<file path="src/rtl/pcie_cq_meta_hold.sv">
// Registered MFB stage on the PCIe CQ path. It copies the per-frame CQ metadata onto every
// region of a frame, gives FBE/LBE the same layout for every vendor, and counts framing violations.
module pcie_cq_meta_hold #(
    parameter int    MFB_REGIONS     = 2,
    parameter int    MFB_REGION_SIZE = 1,
    parameter int    MFB_BLOCK_SIZE  = 8,
    parameter int    MFB_ITEM_WIDTH  = 32,
    parameter string DEVICE          = "ULTRASCALE",
    parameter int    META_W          = 182,
    localparam int   DATA_W    = MFB_REGIONS * MFB_REGION_SIZE * MFB_BLOCK_SIZE * MFB_ITEM_WIDTH,
    localparam int   SOF_POS_W = (MFB_REGION_SIZE > 1) ? $clog2(MFB_REGION_SIZE) : 1,
    localparam int   EOF_POS_W = (MFB_REGION_SIZE * MFB_BLOCK_SIZE > 1) ?
                                 $clog2(MFB_REGION_SIZE * MFB_BLOCK_SIZE) : 1
) (
    input  logic                             CLK,
    input  logic                             RESET,

    input  logic [DATA_W-1:0]                RX_MFB_DATA,
    input  logic [MFB_REGIONS*META_W-1:0]    RX_MFB_META,
    input  logic [MFB_REGIONS-1:0]           RX_MFB_SOF,
    input  logic [MFB_REGIONS-1:0]           RX_MFB_EOF,
    input  logic [MFB_REGIONS*SOF_POS_W-1:0] RX_MFB_SOF_POS,
    input  logic [MFB_REGIONS*EOF_POS_W-1:0] RX_MFB_EOF_POS,
    input  logic                             RX_MFB_SRC_RDY,
    output logic                             RX_MFB_DST_RDY,

    output logic [DATA_W-1:0]                TX_MFB_DATA,
    output logic [MFB_REGIONS*META_W-1:0]    TX_MFB_META,
    output logic [MFB_REGIONS-1:0]           TX_MFB_SOF,
    output logic [MFB_REGIONS-1:0]           TX_MFB_EOF,
    output logic [MFB_REGIONS*SOF_POS_W-1:0] TX_MFB_SOF_POS,
    output logic [MFB_REGIONS*EOF_POS_W-1:0] TX_MFB_EOF_POS,
    output logic [MFB_REGIONS*4-1:0]         TX_MFB_FBE,
    output logic [MFB_REGIONS*4-1:0]         TX_MFB_LBE,
    output logic                             TX_MFB_SRC_RDY,
    input  logic                             TX_MFB_DST_RDY,

    output logic [15:0]                      ERR_CNT
);

    localparam int BLK_SHIFT  = $clog2(MFB_BLOCK_SIZE);
    localparam bit INTEL_MODE = (DEVICE == "STRATIX10") || (DEVICE == "AGILEX");

    logic                                 in_frame;
    logic [META_W-1:0]                    hold_meta;
    logic                                 accept;
    logic [MFB_REGIONS-1:0][META_W-1:0]   own_meta;
    logic [MFB_REGIONS-1:0][3:0]          fbe;
    logic [MFB_REGIONS-1:0][3:0]          lbe;
    logic [META_W-1:0]                    meta_run;
    logic                                 frame_run;
    logic                                 violation;
    logic                                 sof_first;

    assign RX_MFB_DST_RDY = TX_MFB_DST_RDY || !TX_MFB_SRC_RDY;
    assign accept         = RX_MFB_SRC_RDY && RX_MFB_DST_RDY;

    // Regions are walked in ascending order. Each region either starts a new owner or inherits the previous one.
    always_comb begin
        // NOTE: every variable gets a default first, so no path through the loop can infer a latch.
        meta_run  = hold_meta;
        frame_run = in_frame;
        violation = !in_frame && !(|{RX_MFB_SOF, RX_MFB_EOF});
        sof_first = 1'b0;
        own_meta  = '0;
        fbe       = '0;
        lbe       = '0;
        for (int i = 0; i < MFB_REGIONS; i++) begin
            if (RX_MFB_SOF[i])
                meta_run = RX_MFB_META[i*META_W +: META_W];
            own_meta[i] = meta_run;
            if (INTEL_MODE) begin
                fbe[i] = meta_run[35:32];
                lbe[i] = meta_run[39:36];
            end else begin
                fbe[i] = meta_run[166:163];
                lbe[i] = meta_run[170:167];
            end

            sof_first = 32'(RX_MFB_SOF_POS[i*SOF_POS_W +: SOF_POS_W])
                     <= (32'(RX_MFB_EOF_POS[i*EOF_POS_W +: EOF_POS_W]) >> BLK_SHIFT);
            if (RX_MFB_SOF[i] && RX_MFB_EOF[i]) begin
                if (sof_first) begin
                    violation = violation || frame_run;
                    frame_run = 1'b0;
                end else begin
                    violation = violation || !frame_run;
                    frame_run = 1'b1;
                end
            end else if (RX_MFB_SOF[i]) begin
                violation = violation || frame_run;
                frame_run = 1'b1;
            end else if (RX_MFB_EOF[i]) begin
                violation = violation || !frame_run;
                frame_run = 1'b0;
            end
        end
    end

    always_ff @(posedge CLK) begin
        // NOTE: all sequential state uses non-blocking assignments, so every register samples pre-edge values.
        if (RESET) begin
            TX_MFB_SRC_RDY <= 1'b0;
            TX_MFB_DATA    <= '0;
            TX_MFB_META    <= '0;
            TX_MFB_SOF     <= '0;
            TX_MFB_EOF     <= '0;
            TX_MFB_SOF_POS <= '0;
            TX_MFB_EOF_POS <= '0;
            TX_MFB_FBE     <= '0;
            TX_MFB_LBE     <= '0;
            in_frame       <= 1'b0;
            hold_meta      <= '0;
            ERR_CNT        <= '0;
        end else begin
            if (RX_MFB_DST_RDY) begin
                TX_MFB_SRC_RDY <= RX_MFB_SRC_RDY;
                TX_MFB_DATA    <= RX_MFB_DATA;
                TX_MFB_META    <= own_meta;
                TX_MFB_SOF     <= RX_MFB_SOF;
                TX_MFB_EOF     <= RX_MFB_EOF;
                TX_MFB_SOF_POS <= RX_MFB_SOF_POS;
                TX_MFB_EOF_POS <= RX_MFB_EOF_POS;
                TX_MFB_FBE     <= fbe;
                TX_MFB_LBE     <= lbe;
            end
            if (accept) begin
                in_frame  <= frame_run;
                hold_meta <= meta_run;
                if (violation && ERR_CNT != 16'hFFFF)
                    ERR_CNT <= ERR_CNT + 16'd1;
            end
        end
    end

endmodule

</file>
<file path="config.mk">
export PLATFORM = sky130hd
export DESIGN_NAME = pcie_cq_meta_hold
export DESIGN_NICKNAME = d
export VERILOG_FILES = /design/src/rtl/pcie_cq_meta_hold.sv
export SDC_FILE = /design/constraint.sdc
export NUM_CORES = 2
export LEC_CHECK = 0
export ABC_AREA = 1
export CAP_MARGIN = 20
export CORE_AREA = 2 2 697 699
export DETAILED_ROUTE_END_ITERATION = 16
export DIE_AREA = 0 0 699 701
export DONT_BUFFER_PORTS = 1
export HOLD_SLACK_MARGIN = 0.15
export PLACE_DENSITY_LB_ADDON = 0.12
export SYNTH_ARGS = -nofsm -noshare
export SYNTH_HDL_FRONTEND = slang
export SYNTH_SLANG_ARGS = --single-unit
</file>
<file path="constraint.sdc">
create_clock -name CLK -period 1.86 [get_ports CLK]
set_input_delay 0.279 -clock CLK [delete_from_list [all_inputs] [get_ports CLK]]
set_output_delay 0.279 -clock CLK [all_outputs]
set_load 0.03 [all_outputs]
</file>
==> reports/results.ini <==
[power]
pwr_density_cell_nw_per_um2 = 1001
p_total_mw = 75.29
switching_share_pct = 33.67
leakagePower_nw = 30.44
peakVddDrop_uv = 709.8
switchingPower_mw = 25.35
clkPwrFrac_pct = 44.3
p_comb_share_pct = 16.6
intPower_mw = 49.94
p_seq_share_pct = 39.1

[logic_synthesis]
seq_area_frac_synth_pct = 53.05
synth_seq_cells = 1088
synth_nets = 6361
synth_top_area_share_pct = 53.05
yosysWarnings = 0
synth_cell_types = 32
synth_area_um2 = 41060
yosys-top-cells-area = dfxtp_1, o21ai_0, nor2_1
synth_top_cell_by_area = dfxtp_1
avgSynthCellArea_um2 = 7.508
netlist_instances = 5468

[drt]
wl_per_cell_um = 28.18
drtIter0Drc = 2746
viasPerCell = 3.333
drtAntennaViolNets = 0
drt_first_pass_iters = 6
drc = 0
routed-via-count = 46200
drt_wl_total_mm = 390.7

[global_route]
gr-total-overflow = 0
grt_usage_pct = 14.80
grt_pass1_vias = 45270
grt_pass1_wl_mm = 483.5
antenna_found_initial = 123
grt_max_degree = 95

[place]
place.port_buffers = 0
dp_hpwl_mm = 308.6
post_dp_cell_area_um2 = 53440
routabilityCongestion = 0.9384

[timing]
drv_slew = 0
finalCritPeriodShare_pct = 114.6
whs_ps = 163.4
setup_violations = 169
worst_slew_pin_slew_ps = 738.7
finalCriticalPeriod_ps = 2131
hold_violations = 0
clock_skew_ps = 56.61
relSlewSlack_pct = 50.24
fmax_mhz = 469.3
tns_ps = -10140
rsz0062_at_grt = yes
setup_ws_ps = -270.8

[critical_path]
start_kind = flip-flop
critPathCaptureType = output port
critPathKind = reg2out
crit_top_cell = buf_16
required_ps = 1580
arrival_ps = 1850
cp_max_fo = 8
critPathSlowestCell = dfxtp_2
path_cells = inv_2 -> nor2_4 -> buf_12 -> inv_16 -> buf_16 -> buf_16
max_stage_delay_ps = 340

[outcome]
violations = negative setup slack
run_status = finished, violations left

[clock_tree]
clock-root-buffer = clkbuf_16
clk_pin_slew_ps = 70
cts.sinks = 1088
insertion_delay_ps = 870
clockBufferDepth = 4
cts_max_level = 4
cts_tree = done
numCtsBuffers = 168

[floorplanning]
core-area_um2 = 481800
rows = 255
die_h_um = 701
initial_core_util_pct = 8.522
chipWidth_um = 699
ios = 1814
die-area_um2 = 490000

[run]
max_cap_violations = 0

[worst_hold_path]
holdCritPathClass = in2reg

[final_layout]
nets = 8158
fill_cells = 54680
final_util_pct = 15.61
postLayoutCellArea_um2 = 75230
area_growth_pct = 83.24
drive_gt1_share_pct = 19.76

critical path: cells and delay by family, from the launching register on:
family,cells,cell delay [ps]
buf+inv,5,490
flops,1,340
simple gates,1,100
metrics by stage:
step	instances	setup WS [ps]
2_1_floorplan	5468	72.37
3_3_place_gp	12130	-414.6
3_5_place_dp	12130	-358.9
4_1_cts	13760	-466.2
5_1_grt	13850	-424.1
6_report	13860	-270.8
metal layers:
| metal | track usage [%] | part of all wire, % |
|---|---|---|
| met5 | 0 | 0.11 |
| met4 | 3.985 | 3.1 |
| met3 | 4.491 | 7.2 |
| met2 | 26.86 | 50 |
| met1 | 16.66 | 39 |
final timing paths:
path	end	startpoint	slack, ps	depth (start not counted)
worst max-delay path	RX_MFB_DST_RDY	TX_MFB_SRC_RDY	-270	6
worst min register to register	TX_MFB_DATA[296]	TX_MFB_DATA[296]	490	2
worst min-delay path	TX_MFB_DATA[437]	TX_MFB_DST_RDY	160	5
worst max register to register	TX_MFB_DATA[350]	TX_MFB_SRC_RDY	-170	10
cell usage after synthesis:
cell type and instances:
a21oi_1 555, buf_6 2, nand3b_1 1, a31oi_1 2, nor2_2 1, nand4_1 4, buf_12 1, nand3_4 1
inv_2 3, nand2_4 2, buf_2 140, a21oi_2 10, nor2_1 1057, ha_1 1, dfxtp_1 1088, inv_1 199
nand2_1 783, clkbuf_2 1, nand2_2 7, o21ai_0 1257, nor2_4 3, inv_6 1, xnor2_1 4, buf_1 14
nand3_2 1, o21ai_1 2, nand2_8 1, clkbuf_1 280, xor2_1 3, nor2_8 3, nand3_1 23, buf_4 18
power by group through the flow:
stage                     logic (mW)  clock network, mW  registers, mW
after CTS                       12.3               35.1           29.6
final                           12.5               33.3           29.4
after floorplan                 3.42                  0           29.4
after global placement          9.08                  0           29.9
after global routing            13.5               35.7           29.6
after detailed placement        9.09                  0           29.9
registers in the layout, summed over array words and instances, names as in the netlist:
register and flops:
TX_MFB_SOF_POS 2, in_frame 1, TX_MFB_SRC_RDY 1, TX_MFB_META 364, TX_MFB_EOF 2, hold_meta 182
TX_MFB_EOF_POS 6, TX_MFB_DATA 512, ERR_CNT 16, TX_MFB_SOF 2
cells in the final DEF (no fill, tap or decap), types with 4 or more instances in the layout:
cell type,count
dlygate4sd3_1,1318
nor2_1,1054
clkbuf_8,33
clkbuf_16,194
o21ai_0,1092
o21ai_2,38
buf_8,19
a21oi_1,536
inv_1,197
a21oi_2,29
nand3_1,23
bufinv_16,12
inv_6,5
bufbuf_16,4
xnor2_1,4
nand2_2,7
buf_6,89
nand4_1,4
buf_12,91
nand2_1,783
clkinv_16,4
dfxtp_2,319
o21ai_4,7
buf_16,25
dfxtp_4,26
o21ai_1,122
clkinv_2,22
clkbuf_1,40
diode_2,52
buf_4,509
nor2_2,4
dfxtp_1,743
final cells by class:
cell class | instances | area, um2 | share of cell area [%]
Antenna cell | 52 | 130.1 | 0.1730
Clock buffer | 242 | 4833 | 6.425
Clock inverter | 48 | 689.4 | 0.9164
Inverter | 203 | 824.5 | 1.096
Multi-Input combinational cell | 3721 | 16830 | 22.37
Sequential cell | 1088 | 22280 | 29.61
Tap cell | 6425 | 8039 | 10.69
Timing Repair Buffer | 2083 | 21600 | 28.72
logic make-up (layout without fill, tap and decap cells):
kind of cell	after synthesis	after routing	synth area share [%]
AOI/OAI and AO/OA	1826	1826	22.36
xor gates and xnor gates	7	7	0.1493
adders and majority gates	1	1	0.03047
buffers and inverters	659	2576	6.708
DFF	1088	1088	53.05
other	0	52	0
and+or+nand+nor	1887	1887	17.70
repair_timing:
| item | in CTS | in global routing |
|---|---|---|
| buffers inserted | 8 | 15 |
| pin swaps | 2 | 11 |
| hold buffers | 1319 | 6 |
| hold endpoints to repair | 1088 | 9 |
| cloned | 7 | 36 |
| gates resized for setup | 557 | 240 |
| setup endpoints to repair | 444 | 917 |
(Power assumes the default switching activity.)
